## config.mk

```make
export PLATFORM = sky130hd
export DESIGN_NAME = usb_rx_timer
export DESIGN_NICKNAME = d
export VERILOG_FILES = /design/src/rtl/usb_rx_pkg.sv /design/src/rtl/usb_rx_stuff_tracker.sv /design/src/rtl/usb_rx_timer.sv
export SDC_FILE = /design/constraint.sdc
export NUM_CORES = 1
export LEC_CHECK = 0
export CAP_MARGIN = 30
export CORE_UTILIZATION = 52
export DETAILED_ROUTE_END_ITERATION = 8
export PLACE_DENSITY = 0.73
export SYNTH_ARGS = -nofsm -noshare
export SYNTH_HDL_FRONTEND = slang
export SYNTH_SLANG_ARGS = --single-unit
```

## constraint.sdc

```tcl
create_clock -name clk -period 2.1 [get_ports clk]
set_clock_uncertainty 0.1 [all_clocks]
set_input_delay 0.21 -clock clk [delete_from_list [all_inputs] [get_ports clk]]
set_output_delay 0.21 -clock clk [all_outputs]
set_load 0.03 [all_outputs]
```

## src/rtl/usb_rx_pkg.sv

```systemverilog
// Shared types and constants for the USB 1.1 receive bit-timing stage.
package usb_rx_pkg;

    typedef enum logic [1:0] {
        IDLE = 2'd0,
        HUNT = 2'd1,
        RUN  = 2'd2
    } rx_timer_state_t;

    localparam int USB_STUFF_LEN     = 6;
    localparam int USB_BITS_PER_BYTE = 8;

endpackage

```

## src/rtl/usb_rx_stuff_tracker.sv

```systemverilog
// Bit-stuffing tracker: counts consecutive decoded ones and flags the
// next sample as a stuffed bit once a run of USB_STUFF_LEN ones is seen.
// The run count deliberately survives byte boundaries; only clear resets it.
module usb_rx_stuff_tracker
    import usb_rx_pkg::*;
(
    input  logic clk,
    input  logic n_rst,
    input  logic sample_tick,
    input  logic d_orig,
    input  logic clear,
    output logic is_stuff
);

    localparam int ONES_W = $clog2(USB_STUFF_LEN + 1);
    localparam logic [ONES_W-1:0] ONES_LIMIT = ONES_W'(USB_STUFF_LEN);

    logic [ONES_W-1:0] ones_q, ones_d, ones_inc;
    logic              stuff_pend_q, stuff_pend_d;

    // Next-state for the ones run counter and the stuffed-bit flag
    always_comb begin
        ones_d       = ones_q;
        stuff_pend_d = stuff_pend_q;
        ones_inc     = ones_q + 1'b1;
        if (clear) begin
            ones_d       = '0;
            stuff_pend_d = 1'b0;
        end else if (sample_tick) begin
            if (stuff_pend_q) begin
                // This sample was the stuffed bit; the run starts over.
                ones_d       = '0;
                stuff_pend_d = 1'b0;
            end else if (d_orig) begin
                if (ones_inc == ONES_LIMIT) begin
                    ones_d       = '0;
                    stuff_pend_d = 1'b1;
                end else begin
                    ones_d = ones_inc;
                end
            end else begin
                ones_d = '0;
            end
        end
    end

    // Tracker registers
    always_ff @(posedge clk or negedge n_rst) begin
        if (!n_rst) begin
            ones_q       <= '0;
            stuff_pend_q <= 1'b0;
        end else begin
            ones_q       <= ones_d;
            stuff_pend_q <= stuff_pend_d;
        end
    end

    assign is_stuff = stuff_pend_q;

endmodule

```

## src/rtl/usb_rx_timer.sv

```systemverilog
// USB 1.1 receive bit-timing stage: recovers bit timing from D+ edges,
// issues one shift_enable per data bit at the mid-bit sample point,
// drops stuffed bits and flags each completed byte.
// Optional feature macro: USB_RX_STUFF_ERR_EN (stuff_err pulse on a
// stuffed bit decoded as 1; otherwise stuff_err is tied low).
//
// state | meaning
// ------+---------------------------------------------------------
// IDLE  | no packet; all counters held at zero, outputs low
// HUNT  | packet started, waiting for the first edge to lock phase
// RUN   | phase locked; sampling once per bit, resync on every edge
module usb_rx_timer
    import usb_rx_pkg::*;
#(
    parameter int CLKS_PER_BIT = 8,
    parameter int SAMPLE_PT    = 4
) (
    input  logic clk,
    input  logic n_rst,
    input  logic rcving,
    input  logic d_edge,
    input  logic d_orig,
    output logic shift_enable,
    output logic byte_received,
    output logic stuff_err
);

    localparam int PHASE_W = $clog2(CLKS_PER_BIT + 1);
    localparam int BIT_W   = $clog2(USB_BITS_PER_BYTE);
    localparam logic [PHASE_W-1:0] PHASE_ONE    = PHASE_W'(1);
    localparam logic [PHASE_W-1:0] PHASE_WRAP   = PHASE_W'(CLKS_PER_BIT);
    localparam logic [PHASE_W-1:0] PHASE_SAMPLE = PHASE_W'(SAMPLE_PT);
    localparam logic [BIT_W-1:0]   BIT_LAST     = BIT_W'(USB_BITS_PER_BYTE - 1);

    rx_timer_state_t    state_q, state_d;
    logic [PHASE_W-1:0] phase_q, phase_d;
    logic [BIT_W-1:0]   bit_cnt_q, bit_cnt_d;
    logic               shift_enable_q, shift_enable_d;
    logic               byte_wrap_q, byte_wrap_d;
    logic               byte_received_q, byte_received_d;
    logic               sample_tick;
    logic               is_stuff;
    logic               tracker_clear;

    // An edge landing exactly on the sample point wins: the sample is skipped
    assign sample_tick   = (state_q == RUN) && (phase_q == PHASE_SAMPLE) && !d_edge;
    assign tracker_clear = !rcving || (state_q == IDLE);

    usb_rx_stuff_tracker u_stuff_tracker (
        .clk         (clk),
        .n_rst       (n_rst),
        .sample_tick (sample_tick),
        .d_orig      (d_orig),
        .clear       (tracker_clear),
        .is_stuff    (is_stuff)
    );

    // FSM next-state, phase/bit counters and output pulse generation
    always_comb begin
        state_d         = state_q;
        phase_d         = phase_q;
        bit_cnt_d       = bit_cnt_q;
        shift_enable_d  = 1'b0;
        byte_wrap_d     = 1'b0;
        byte_received_d = byte_wrap_q;
        case (state_q)
            IDLE: begin
                phase_d   = '0;
                bit_cnt_d = '0;
                if (rcving) begin
                    state_d = HUNT;
                end
            end
            HUNT: begin
                if (d_edge) begin
                    state_d = RUN;
                    phase_d = PHASE_ONE;
                end
            end
            RUN: begin
                if (d_edge || (phase_q == PHASE_WRAP)) begin
                    phase_d = PHASE_ONE;
                end else begin
                    phase_d = phase_q + 1'b1;
                end
                if (sample_tick && !is_stuff) begin
                    shift_enable_d = 1'b1;
                    bit_cnt_d      = bit_cnt_q + 1'b1;
                    byte_wrap_d    = (bit_cnt_q == BIT_LAST);
                end
            end
            default: begin
                state_d = IDLE;
            end
        endcase
        // Losing rcving aborts the packet, including any pulse in flight.
        if (!rcving) begin
            state_d         = IDLE;
            phase_d         = '0;
            bit_cnt_d       = '0;
            shift_enable_d  = 1'b0;
            byte_wrap_d     = 1'b0;
            byte_received_d = 1'b0;
        end
    end

    // FSM and counter registers
    always_ff @(posedge clk or negedge n_rst) begin
        if (!n_rst) begin
            state_q         <= IDLE;
            phase_q         <= '0;
            bit_cnt_q       <= '0;
            shift_enable_q  <= 1'b0;
            byte_wrap_q     <= 1'b0;
            byte_received_q <= 1'b0;
        end else begin
            state_q         <= state_d;
            phase_q         <= phase_d;
            bit_cnt_q       <= bit_cnt_d;
            shift_enable_q  <= shift_enable_d;
            byte_wrap_q     <= byte_wrap_d;
            byte_received_q <= byte_received_d;
        end
    end

    assign shift_enable  = shift_enable_q;
    assign byte_received = byte_received_q;

`ifdef USB_RX_STUFF_ERR_EN
    logic stuff_err_q, stuff_err_d;

    // A stuffed bit must decode as 0; a 1 there is reported, timing is unaffected
    always_comb begin
        stuff_err_d = rcving && sample_tick && is_stuff && d_orig;
    end

    // Stuff error pulse register
    always_ff @(posedge clk or negedge n_rst) begin
        if (!n_rst) begin
            stuff_err_q <= 1'b0;
        end else begin
            stuff_err_q <= stuff_err_d;
        end
    end

    assign stuff_err = stuff_err_q;
`else
    assign stuff_err = 1'b0;
`endif

endmodule

```

==> metrics.cfg <==
[clock_network]
cts-buffers-inserted=3
postCtsResizedCells=0
cts_setup_buffers=0
clockBufferDepth=2
clkTransAtPathRegs_ps=100
ctsHoldBuffers=0
htree_levels=1
cts_tree=yes
cts_sinks=16
cts_root_buf=clkbuf_4
clk_latency_ps=280

[flow_run]
drv_cap=0

[synth]
async_flop_share_pct=100
yosysSeqAreaShare_pct=41.2
synth_edf_count=0
synthDistinctLibCells=32
ys_warn_count=0
ys_seq_elements=16
synth_flop_cell=dfrtp_1
syn_area_um2=972
syn_inst=102
syn_avg_cell_area_um2=9.53
synth_nets=117

[worst_setup_path]
critPathKind=reg2reg
critical_path_buf_inv_count=1
startpoint=state_q[0]
cp_slowest_cell=or4_1
r2r_cells=6
worst_setup_path_end_kind=flop
cp_max_fo=7
cp-start-kind=flop
path_cells=inv_1, ha_1, and2b_4, nand4b_2, or4_1, a31oi_1
crit_path_end=bit_cnt_q[0]
rr_startpoint=state_q[0]
crit_required_ps=2210
rrSetupSlack_ps=130
critPathTopFamily=simple AND/OR/NAND/NOR gates
critPathMaxStageDelay_ps=430
arrival_ps=2080
rr_endpoint=bit_cnt_q[0]
critical_path_depth=6

[drt]
dr_wl_met2_um=819
dr.pass1.iters=4
drc=0
wl_met1_um=850
dr_wl_met3_um=52
routed_wl_um=1740
routedWlPerCell_um=12.6
top_layer=met4
viasPerCell=5.54
drt_iter0_drc=15
ant_nets=0
vias=765

[sta]
final.period_utilization_pct=94.0
setup_viol=0
hold_viol_final=0
holdWs_ps=137
rsz0062_at_grt=false
layout_min_cycle_time_ps=1970
tns_ps=0
clock.fmax_ghz=0.506
slew_viol_final=0

[die]
die_x_um=45.2
io_pins=8
die_area_mm2=0.00205
design.core.area_mm2=0.00175
die_h_um=45.2
start_util_pct=55.7
fp-row-count=15

[pwr]
power.leakage_nw=0.513
peakVddDrop_mv=0.505
power_density_mw_per_mm2=592

[cells_and_area]
drive_above_1_share_pct=9.73
antenna_cells=0
final_cells=138
stdcell_area_mm2=0.00111
final_common_cell=dfrtp_1
area_growth_pct=13.9
final_cell_mix=dfrtp_1 (16), nand2_1 (12), ha_1 (10), inv_1 (7)
utilization_pct=63.4
layout.nets=129

[placed_design]
place_inst=134
port_buffers=6
place_area_mm2=0.00107
place.gp.congestion=0.755
dp_hpwl_um=1280

[min_path]
hold_path.class=in2async

[global_routing]
antenna_found_initial=0
grt_max_degree=17
gr-usage-all-layers_pct=19.4
grt_pass1_vias=703
grt-ovfl-total=0
grt_pass1_wl_um=2930

[status]
run_status=complete, no violations

worst min-delay path by stage:
stage | from | endpoint | slack, ps | depth (start not counted)
after detailed placement | byte_wrap_q | byte_received | 360 | 1
final | n_rst | shift_enable | 140 | 2
after global routing | n_rst | shift_enable | 160 | 2
after global placement | byte_wrap_q | byte_received | 350 | 1
after floorplan | n_rst | bit_cnt_q[0] | -190 | 0
after CTS | n_rst | shift_enable | 150 | 2
cell families (layout without fill, tap and decap cells):
logic type | count (synthesis) | count (layout) | synth area share (%)
other | 1 | 1 | 0.386
flip-flops | 16 | 16 | 41.2
AND/OR/NAND/NOR | 49 | 49 | 30.2
AO/OA/AOI/OAI | 16 | 16 | 10.2
buffers and inverters | 9 | 20 | 4.25
adder cells (fa/ha/maj) | 10 | 10 | 12.9
XOR/XNOR | 1 | 1 | 0.901
sequential cells by signal, indices dropped and copies added, names as in the netlist:
signal	cells
bit_cnt_q	3
state_q	2
byte_received	1
u_stuff_tracker.is_stuff	1
u_stuff_tracker.ones_q	3
byte_wrap_q	1
shift_enable	1
phase_q	4
Yosys cell counts (2+ instances only):
| cell | n | area share (%) |
|---|---|---|
| inv_1 | 7 | 2.7 |
| ha_1 | 10 | 13 |
| buf_4 | 2 | 1.5 |
| a31oi_1 | 3 | 1.9 |
| o21ai_0 | 3 | 1.5 |
| a21oi_1 | 6 | 3.1 |
| nand2_1 | 12 | 4.6 |
| nor2_1 | 6 | 2.3 |
| nor3_1 | 3 | 1.5 |
| or4_1 | 2 | 1.5 |
| nand3_1 | 6 | 3.1 |
| nand3b_1 | 2 | 1.5 |
| dfrtp_1 | 16 | 41 |
| and2_1 | 2 | 1.3 |
| nand2b_1 | 3 | 1.9 |
| or3_1 | 2 | 1.3 |
| or4b_1 | 2 | 2.1 |
report_power, final:
part           internal (mW)  total, mW  switching [mW]  leakage [nW]
clock network          0.105      0.204          0.0991        0.0210
logic                 0.0497      0.127          0.0777         0.270
registers              0.316      0.324         0.00813         0.222
layout make-up:
type / count / area (um^2)
fillers: 153 / 638
multi-input cells: 77 / 531
flip-flops and latches: 16 / 400
repair buffers: 9 / 82.6
clock buffers: 4 / 36.3
well taps: 25 / 31.3
inverters: 7 / 26.3
worst register-to-register path, cell delays in order, from the launching register on:
cell      delay (ps)
dfrtp_1          410
inv_1            130
ha_1             250
and2b_4          230
nand4b_2         190
or4_1            430
a31oi_1          160
routing by layer:
layer / vias to the layer above / track usage (%)
li1: 385 / -
met1: 366 / 23.9
met2: 12 / 34.2
met3: 2 / 4.00
met4: 0 / 5.45
met5: - / 0
per-stage QoR:
step,setup WS (ps),power (mW)
global route,5.35,0.689
CTS,138,0.660
detailed placement,114,0.457
global placement,187,0.452
floorplan,190,0.410
finish,125,0.656
No activity file was read; power rests on OpenSTA's default activity.
